**config.mk**
```make
export PLATFORM = sky130hd
export DESIGN_NAME = npc_lsu
export DESIGN_NICKNAME = d
export VERILOG_FILES = /design/src/rtl/npc_lsu_pkg.sv /design/src/rtl/npc_lsu_align.sv /design/src/rtl/npc_lsu.sv
export SDC_FILE = /design/constraint.sdc
export NUM_CORES = 1
export LEC_CHECK = 0
export CAP_MARGIN = 0
export CORE_AREA = 8 8 161 147
export CTS_CLUSTER_DIAMETER = 80
export DETAILED_ROUTE_END_ITERATION = 8
export DIE_AREA = 0 0 169 155
export DONT_BUFFER_PORTS = 1
export GPL_TIMING_DRIVEN = 0
export PLACE_DENSITY = 0.64
export RECOVER_POWER = 25
export SLEW_MARGIN = 20
export SYNTH_ARGS = -nofsm -noshare
export SYNTH_HDL_FRONTEND = slang
export SYNTH_HIERARCHICAL = 1
export SYNTH_SLANG_ARGS = --single-unit
```
**constraint.sdc**
```tcl
create_clock -name clk -period 2.3 [get_ports clk]
set_input_delay 0.345 -clock clk [delete_from_list [all_inputs] [get_ports clk]]
set_output_delay 0.345 -clock clk [all_outputs]
set_load 0.01 [all_outputs]
```
**src/rtl/npc_lsu_pkg.sv**
```systemverilog
// Shared definitions for the NPC load/store unit: access sizes, FSM states
// and the per-size byte-lane mask helper.
package npc_lsu_pkg;

    localparam logic [1:0] SZ_B = 2'd0;
    localparam logic [1:0] SZ_H = 2'd1;
    localparam logic [1:0] SZ_W = 2'd2;

    typedef enum logic [1:0] {
        S_IDLE   = 2'd0,
        S_WAIT   = 2'd1,
        S_ACCESS = 2'd2,
        S_RESP   = 2'd3
    } lsu_state_t;

    function automatic logic [3:0] base_mask(input logic [1:0] size);
        case (size)
            SZ_B:    base_mask = 4'h1;
            SZ_H:    base_mask = 4'h3;
            SZ_W:    base_mask = 4'hF;
            default: base_mask = 4'h0;
        endcase
    endfunction

    // Size 3 is illegal; halves need even addresses, words need 4-byte alignment.
    function automatic logic is_bad_access(input logic [1:0] size, input logic [1:0] off);
        is_bad_access = (size == 2'd3) ||
                        (size == SZ_H && off[0]) ||
                        (size == SZ_W && off != 2'b00);
    endfunction

endpackage

```
**src/rtl/npc_lsu_align.sv**
```systemverilog
// Combinational byte-lane logic: store data/mask placement and load
// extraction with sign or zero extension.
module npc_lsu_align
    import npc_lsu_pkg::*;
(
    input  logic [1:0]  i_st_off,
    input  logic [1:0]  i_st_size,
    input  logic [31:0] i_st_wdata,
    output logic [31:0] o_st_wdata,
    output logic [3:0]  o_st_mask,
    input  logic [1:0]  i_ld_off,
    input  logic [1:0]  i_ld_size,
    input  logic        i_ld_unsigned,
    input  logic [31:0] i_ld_word,
    output logic [31:0] o_ld_data
);

    logic [31:0] w_ld_shifted;

    assign o_st_wdata   = i_st_wdata << {i_st_off, 3'b000};
    assign o_st_mask    = base_mask(i_st_size) << i_st_off;
    assign w_ld_shifted = i_ld_word >> {i_ld_off, 3'b000};

    always_comb begin
        o_ld_data = w_ld_shifted;
        case (i_ld_size)
            SZ_B: o_ld_data = i_ld_unsigned ? {24'b0, w_ld_shifted[7:0]}
                                            : {{24{w_ld_shifted[7]}}, w_ld_shifted[7:0]};
            SZ_H: o_ld_data = i_ld_unsigned ? {16'b0, w_ld_shifted[15:0]}
                                            : {{16{w_ld_shifted[15]}}, w_ld_shifted[15:0]};
            default: o_ld_data = w_ld_shifted;
        endcase
    end

endmodule

```
**src/rtl/npc_lsu.sv**
```systemverilog
// Load/store unit between EXU/WBU and PMEM. One request in flight; a request
// transfers on req_valid && req_ready, a response on resp_valid && resp_ready.
module npc_lsu #(
    parameter int ADDR_W = 32,
    parameter int DATA_W = 32,
    parameter int LAT    = 1
) (
    input  logic              clk,
    input  logic              rst,
    input  logic              req_valid,
    output logic              req_ready,
    input  logic              req_wen,
    input  logic [ADDR_W-1:0] req_addr,
    input  logic [DATA_W-1:0] req_wdata,
    input  logic [1:0]        req_size,
    input  logic              req_unsigned,
    output logic              resp_valid,
    input  logic              resp_ready,
    output logic [DATA_W-1:0] resp_rdata,
    output logic              resp_err,
    output logic              mem_valid,
    output logic [ADDR_W-1:0] mem_raddr,
    input  logic [DATA_W-1:0] mem_rdata,
    output logic              mem_wen,
    output logic [ADDR_W-1:0] mem_waddr,
    output logic [DATA_W-1:0] mem_wdata,
    output logic [7:0]        mem_wmask,
    output logic [1:0]        dbg_state
);
    import npc_lsu_pkg::*;

    localparam int CNT_W = 8;

    lsu_state_t        r_state;
    logic [CNT_W-1:0]  r_cnt;
    logic              r_req_ready;
    logic              r_wen;
    logic [ADDR_W-1:0] r_addr;
    logic [1:0]        r_size;
    logic              r_unsigned;
    logic [DATA_W-1:0] r_st_wdata;
    logic [3:0]        r_st_mask;
    logic              r_resp_valid;
    logic [DATA_W-1:0] r_resp_rdata;
    logic              r_resp_err;
    logic              r_mem_valid;
    logic              r_mem_wen;
    logic [ADDR_W-1:0] r_mem_addr;
    logic [DATA_W-1:0] r_mem_wdata;
    logic [7:0]        r_mem_wmask;

    logic [DATA_W-1:0] w_st_wdata;
    logic [3:0]        w_st_mask;
    logic [DATA_W-1:0] w_ld_data;
    logic              w_req_err;

    // Store lanes are computed from the live request and kept at accept time;
    // load extraction works on the latched request and the memory word.
    npc_lsu_align u_align (
        .i_st_off      (req_addr[1:0]),
        .i_st_size     (req_size),
        .i_st_wdata    (req_wdata),
        .o_st_wdata    (w_st_wdata),
        .o_st_mask     (w_st_mask),
        .i_ld_off      (r_addr[1:0]),
        .i_ld_size     (r_size),
        .i_ld_unsigned (r_unsigned),
        .i_ld_word     (mem_rdata),
        .o_ld_data     (w_ld_data)
    );

    assign w_req_err = is_bad_access(req_size, req_addr[1:0]);

    always_ff @(posedge clk) begin
        if (rst) begin
            r_state      <= S_IDLE;
            r_cnt        <= '0;
            r_req_ready  <= 1'b1;
            r_wen        <= 1'b0;
            r_addr       <= '0;
            r_size       <= '0;
            r_unsigned   <= 1'b0;
            r_st_wdata   <= '0;
            r_st_mask    <= '0;
            r_resp_valid <= 1'b0;
            r_resp_rdata <= '0;
            r_resp_err   <= 1'b0;
            r_mem_valid  <= 1'b0;
            r_mem_wen    <= 1'b0;
            r_mem_addr   <= '0;
            r_mem_wdata  <= '0;
            r_mem_wmask  <= '0;
        end else begin
            case (r_state)
                S_IDLE: begin
                    if (req_valid) begin
                        r_wen       <= req_wen;
                        r_addr      <= req_addr;
                        r_size      <= req_size;
                        r_unsigned  <= req_unsigned;
                        r_st_wdata  <= w_st_wdata;
                        r_st_mask   <= w_st_mask;
                        r_req_ready <= 1'b0;
                        if (w_req_err) begin
                            r_state      <= S_RESP;
                            r_resp_valid <= 1'b1;
                            r_resp_err   <= 1'b1;
                            r_resp_rdata <= '0;
                        end else if (LAT > 0) begin
                            r_state <= S_WAIT;
                            r_cnt   <= CNT_W'(LAT > 0 ? LAT - 1 : 0);
                        end else begin
                            r_state     <= S_ACCESS;
                            r_mem_valid <= 1'b1;
                            r_mem_wen   <= req_wen;
                            r_mem_addr  <= {req_addr[ADDR_W-1:2], 2'b00};
                            r_mem_wdata <= req_wen ? w_st_wdata : '0;
                            r_mem_wmask <= req_wen ? {4'b0, w_st_mask} : 8'h00;
                        end
                    end
                end
                S_WAIT: begin
                    if (r_cnt == '0) begin
                        r_state     <= S_ACCESS;
                        r_mem_valid <= 1'b1;
                        r_mem_wen   <= r_wen;
                        r_mem_addr  <= {r_addr[ADDR_W-1:2], 2'b00};
                        r_mem_wdata <= r_wen ? r_st_wdata : '0;
                        r_mem_wmask <= r_wen ? {4'b0, r_st_mask} : 8'h00;
                    end else begin
                        r_cnt <= r_cnt - CNT_W'(1);
                    end
                end
                S_ACCESS: begin
                    // Single-cycle strobe; the load word is only valid during it.
                    r_state      <= S_RESP;
                    r_mem_valid  <= 1'b0;
                    r_mem_wen    <= 1'b0;
                    r_mem_addr   <= '0;
                    r_mem_wdata  <= '0;
                    r_mem_wmask  <= 8'h00;
                    r_resp_valid <= 1'b1;
                    r_resp_err   <= 1'b0;
                    r_resp_rdata <= r_wen ? '0 : w_ld_data;
                end
                S_RESP: begin
                    if (resp_ready) begin
                        r_state      <= S_IDLE;
                        r_resp_valid <= 1'b0;
                        r_resp_rdata <= '0;
                        r_resp_err   <= 1'b0;
                        r_req_ready  <= 1'b1;
                    end
                end
                default: r_state <= S_IDLE;
            endcase
        end
    end

    assign req_ready  = r_req_ready;
    assign resp_valid = r_resp_valid;
    assign resp_rdata = r_resp_rdata;
    assign resp_err   = r_resp_err;
    assign mem_valid  = r_mem_valid;
    assign mem_raddr  = r_mem_addr;
    assign mem_waddr  = r_mem_addr;
    assign mem_wen    = r_mem_wen;
    assign mem_wdata  = r_mem_wdata;
    assign mem_wmask  = r_mem_wmask;
    assign dbg_state  = r_state;

endmodule

```
# --- Yosys cells after proc, flatten, opt, wreduce, memory -nomap -nowiden ---
# Index checks and enable logic that the tools add are counted.
op_classes:
  addsub: 1
  eq_ne: 13
  shift: 3
  muxes: 38
  reduce_logical: 19
ops:
  columns: ["cell", "n"]
  rows:
  - ["2-to-1 mux 32 bit", 9]
  - ["case mux 32 bit (2 select lines)", 3]
  - ["case mux 32 bit (3 select lines)", 1]
  - ["2-to-1 mux 8 bit", 4]
  - ["case mux 8 bit (2 select lines)", 2]
  - ["<< shifter 32 x 5 -> 32 bit", 1]
  - [">> shifter 32 x 5 -> 32 bit", 1]
  - ["!= test 2 bit, second input constant", 6]
  - ["case mux 4 bit (3 select lines)", 1]
  - ["== test 2 bit, second input constant", 4]
  - ["zero test 8 bit", 1]
  - ["2-to-1 mux 2 bit", 4]
  - ["case mux 2 bit (4 select lines)", 1]
  - ["AND reduction 4 bit", 2]
  - ["nonzero test 2 bit", 4]
  - ["subtractor 8 x 1 -> 8 bit, second input constant", 1]
  - ["2-to-1 mux 1 bit", 7]
  - ["== test 2 x 1 -> 1 bit, second input constant", 3]
  - ["zero test 2 bit", 3]
  - ["case mux 1 bit (2 select lines)", 3]
  - ["case mux 1 bit (3 select lines)", 2]
  - ["AND reduction 3 bit", 2]
  - ["2-to-1 mux 4 bit", 1]
  - ["AND reduction 2 bit", 2]
  - ["4 further kinds", 6]
word_totals:
  ff_bits: 191
  in_bits: 104
  output_inout_bits: 143

# --- Logic depth before layout (Yosys ltp) ---
depth:
  word_depth: 7
  ltp_mapped: 9
  ltp_nobuf: 7

# --- Modules after synthesis ---
# Netlist, hierarchy kept.
modules_own_cells:
  columns: ["mod", "instances", "cells_per_inst", "area_per_inst_um2"]
  rows:
  - ["npc_lsu", 1, 745, 6747.7]
  - ["npc_lsu_align", 1, 214, 1461.4]

# --- Worst setup path before layout ---
# Ideal clock, no wire load.
synth_path:
  path_type: "register -> register"
  startpoint: "register r_state[1], in the netlist dbg_state[1]"
  endpoint: "register r_mem_wdata[13], in the netlist mem_wdata[13]"
  setup_time_ns: 0.059
  arrival_ns: 1.855
  setup_slack_ns: 0.387
  stages_incl_launch_ff: 8
  path_buffers: 2
  cell_sequence: "dfxtp_1 > inv_1 > ha_1 > and4bb_2 > a221oi_2 > buf_2 > buf_2 > a22o_1"
synth_via:
  elab_chain_cells: 3
synth_rtl:
  columns: ["item", "line", "rtl"]
  rows:
  - ["start, declared", "npc_lsu.sv:34", "lsu_state_t r_state;"]
  - ["start signal, assigned", "npc_lsu.sv:76", "r_state <= S_IDLE;"]
  - ["start signal, assigned", "npc_lsu.sv:105", "r_state <= S_RESP;"]
  - ["start signal, assigned", "npc_lsu.sv:110", "r_state <= S_WAIT;"]
  - ["== test 2 x 1 -> 1 bit / == test 2 bit (equally long branches)", "npc_lsu.sv:94", "case (r_state)"]
  - ["!= test 2 bit (no source line) / nonzero test 2 bit (equally long branches)", null, null]
  - ["AND reduction 2 bit (no source line)", null, null]
  - ["end signal, assigned", "npc_lsu.sv:117", "r_mem_wdata <= req_wen ? w_st_wdata : '0;"]
  - ["end signal, assigned", "npc_lsu.sv:128", "r_mem_wdata <= r_wen ? r_st_wdata : '0;"]
  - ["end, declared", "npc_lsu.sv:49", "logic [DATA_W-1:0] r_mem_wdata;"]
# Parallel ways exist; a longest one is shown, timed or not.
# A chain may end at the register's enable or synchronous reset.

# --- Worst setup path after layout ---
layout_path:
  startpoint: "register r_state[1], in the netlist dbg_state[1]"
  endpoint: "register r_mem_wdata[14], in the netlist mem_wdata[14]"
# Same word-level chain as after synthesis.

==> Implementation_results.wiki <==
{| class="wikitable"
! Metric !! Value
|-
| Relative slew slack || a little under half
|-
| Count of vias placed by the detailed router || 6,895
|-
| Area added between synthesis and finish || 13.2%
|-
| Top-level port count || 247
|-
| Ratio of cells with drive above 1 in the final layout || between 15 and 20%
|-
| Antenna violations before repair || 1
|-
| Initial standard-cell utilization of the core || 38.7%
|-
| Crit Path Max Fanout || 10
|-
| Fin util || 43.9%
|-
| Clock skew || roughly 0.012 ns
|-
| Placement-stage worst setup slack || -0.442 ns
|-
| Global-route met1 utilization || 23.1%
|-
| Number of standard cells after synthesis || 959
|-
| CTS root buffer || clkbuf_16
|-
| Layer with the highest usage || met2
|-
| Vias in the first global route || approximately 6,400
|-
| GR met3 Demand/Resource || 6.99%
|-
| Diodes inserted || 0
|-
| Per-cell via count in the routed design || ~5.3
|-
| Drt total wl || 25,300 µm
|-
| Hold Vio Cnt, Final || 0
|-
| Cell count after placement || around 1,300
|-
| Yosys Warn Count || 6
|-
| Buffers added on ports || 0
|-
| Final std cells w/o fill || 1,290
|-
| Leakage dissipation || ~3.6 nW
|-
| Post-route DRC || 0
|-
| Hold bufs inserted after CTS || 0
|-
| Antenna Violating Nets Remaining || 0
|-
| Routability-driven placement congestion ratio || 0.926
|-
| Total congestion overflow || 0
|-
| Worst Slack Setup Final || 0.150 ns
|-
| Final standard cell area without fillers || 0.00930 mm²
|-
| Total of max-cap violations || 0
|-
| Cell area power density || 1100 mW/mm²
|-
| DRT iter0 DRCs || about 600
|-
| Clock buffer depth || 2
|-
| # clock sinks || 185
|-
| Slew of the pin with the lowest slew margin || roughly 0.8 ns
|-
| Insertion delay to the later sink of the worst-skew pair || roughly 0.43 ns
|-
| Post-placement cell area || 0.00860 mm²
|-
| VDD IR max || ~0.00052 V
|-
| CP Data Arrival Time || between 2 and 3 ns
|-
| Met2 global-route usage || 29.6%
|-
| Floorplan Core Area || 0.0212 mm²
|-
| Data required, critical path || 2.67 ns
|-
| Maximum operating frequency || 465 MHz
|-
| Full die area || between 0.02 and 0.03 mm²
|-
| Post-synthesis average cell area || 8.56 µm²
|-
| Half-perimeter wire length after placement || 19,300 µm
|-
| Maximum number of pins on one net before global-route repair || 20
|-
| Max Transition Viols Final || 0
|-
| Row Count || a little over 50
|-
| Outcome || finished, final reports clean
|-
| RSZ-0062 raised after global routing || yes
|-
| Die Span X || 169 µm
|-
| CP Capture Type || register
|-
| Part of the cycle the worst path needs || 93.5%
|-
| Critical setup path kind || reg -> reg
|-
| Die span in y || 155 µm
|-
| Most used DFF post-synth || dfxtp_1
|-
| Number of nets in the finished design || about 1,100
|-
| Hold slack final || 0.0475 ns
|-
| Category of the worst setup path launch point || register
|-
| Count of state elements after synthesis || about 190
|-
| TritonCTS clock tree || built
|-
| Asr flop ratio synth || 0%
|-
| Average detailed-routed wire length per instance || 19.6 µm
|-
| Post-synthesis instance area || just over 0.008 mm²
|-
| Number of failing setup endpoints in the final timing report || 0
|-
| Clock-pin slew on the worst setup and hold paths || 0.08 ns
|-
| First-pass GRT wire length || 38,400 µm
|-
| Number of library cell types mapped by synthesis || 53
|-
| Total GRT Usage || 18.6%
|-
| Drt first pass iters || 5
|-
| Number of enable flip-flop cells after synthesis || 0
|-
| Number of CTS-inserted buffers || 17
|-
| Minimum clock period after layout || around 2.1 ns
|-
| Path category of the worst min-delay check || in -> reg
|-
| H-tree Lvls || 4
|-
| Share of the yosys chip area belonging to registers || between 40% and 50%
|}
==> cell type report <==
class | count | area, µm²
plain buffers | 109 | 656
clock buffers | 17 | 425
clock inverters | 15 | 178
fillers | 2107 | 11900
inverters | 12 | 45.0
multi-input cells | 659 | 3910
flip-flops and latches | 185 | 3710
well taps | 291 | 364
repair buffers | 2 | 15.0
==> cells in the final DEF, fill, tap and decap left out, types with 18 or more instances in the layout <==
cell / count
nand3_1: 42
dfxtp_1: 183
a21oi_1: 95
nand2_1: 202
mux2i_1: 25
a22o_1: 66
o21ai_0: 52
clkbuf_1: 18
buf_4: 43
nor2_1: 34
buf_2: 19
==> per-stage QoR <==
stage	TNS, ns	total power [mW]
2_1_floorplan	0	6.33
3_3_place_gp	-25.98	7.13
3_5_place_dp	-34.56	7.19
4_1_cts	0	10.3
5_1_grt	-0.00742	10.9
6_report	0	10.2
==> repair_timing <==
| action | in CTS | in global routing |
|---|---|---|
| gates resized for setup | 10 | 30 |
| buffers inserted | 2 | 0 |
| pin swaps | 1 | 2 |
| endpoints found under the setup margin | 176 | 153 |
==> critical path, stage by stage, from the launching register on <==
cell and delay, ns:
dfxtp_2 0.36, inv_1 0.13, ha_4 0.17, and4bb_2 0.32
nand2_4 0.10, nor3_4 0.34, and2_1 0.20, buf_6 0.16
buf_6 0.16, a22o_1 0.14
==> final timing paths <==
check / from / endpoint / slack [ns] / cells past startpoint
setup / recovery: dbg_state[1] / mem_wdata[14] / 0.15 / 9
hold / removal: req_addr[16] / r_addr[16] / 0.05 / 2
setup reg to reg: dbg_state[1] / mem_wdata[14] / 0.15 / 9
hold reg to reg: r_st_wdata[1] / r_st_wdata[1] / 0.45 / 2
==> sequential cells by signal (all words and copies together) (netlist names), 2 cells and up <==
register,flops
dbg_state,2
mem_raddr,30
mem_wdata,32
mem_wmask,4
r_addr,32
r_cnt,8
r_size,2
r_st_mask,4
r_st_wdata,32
resp_rdata,32
==> metal layers <==
layer,routed length (µm),vias up
met1,11000,3215
met5,13,-
met2,11300,286
li1,-,3356
met3,2370,36
met4,554,2
==> report_power, final <==
group          switching, mW  total, mW  internal, mW  leakage, nW
logic                   2.15       3.30          1.15         1.78
registers              0.384       3.97          3.59         1.50
clock network           1.42       2.98          1.56        0.293
total                   3.96       10.2          6.29         3.57
==> synth_stat cells, types with 2 or more instances <==
| master | number | area, µm² |
|---|---|---|
| nand2_1 | 203 | 762 |
| dfxtp_1 | 185 | 3700 |
| a21oi_1 | 95 | 475 |
| a22o_1 | 66 | 578 |
| o21ai_0 | 53 | 265 |
| nand3_1 | 42 | 210 |
| buf_4 | 40 | 300 |
| nor2_1 | 35 | 131 |
| clkbuf_1 | 33 | 124 |
| mux2i_1 | 25 | 250 |
| buf_2 | 21 | 105 |
| mux2_2 | 16 | 180 |
| nand4_1 | 12 | 75.1 |
| nor2b_1 | 12 | 75.1 |
| a211oi_1 | 11 | 82.6 |
| inv_1 | 11 | 41.3 |
| and2_1 | 10 | 62.6 |
| buf_1 | 10 | 37.5 |
| a221oi_1 | 9 | 78.8 |
| ha_1 | 8 | 100 |
| a22oi_1 | 7 | 52.6 |
| xor2_1 | 7 | 61.3 |
| buf_6 | 6 | 67.6 |
| nor3_1 | 6 | 30.0 |
| nor3b_1 | 3 | 22.5 |
| a21o_1 | 2 | 15.0 |
| a221oi_2 | 2 | 30.0 |
| mux2_4 | 2 | 30.0 |
| nor2b_2 | 2 | 17.5 |
| nor4_4 | 2 | 42.5 |
==> cell families after synthesis <==
logic type / after synthesis / share of synthesized area (%)
AO/OA/AOI/OAI: 252 / 20.0
XOR/XNOR: 8 / 0.854
adder cells (fa/ha/maj): 8 / 1.22
buffers and inverters: 122 / 8.28
flip-flops: 185 / 45.1
multiplexers: 43 / 5.61
other: 1 / 0.0457
AND/OR/NAND/NOR: 340 / 18.9
(Power assumes the default switching activity.)
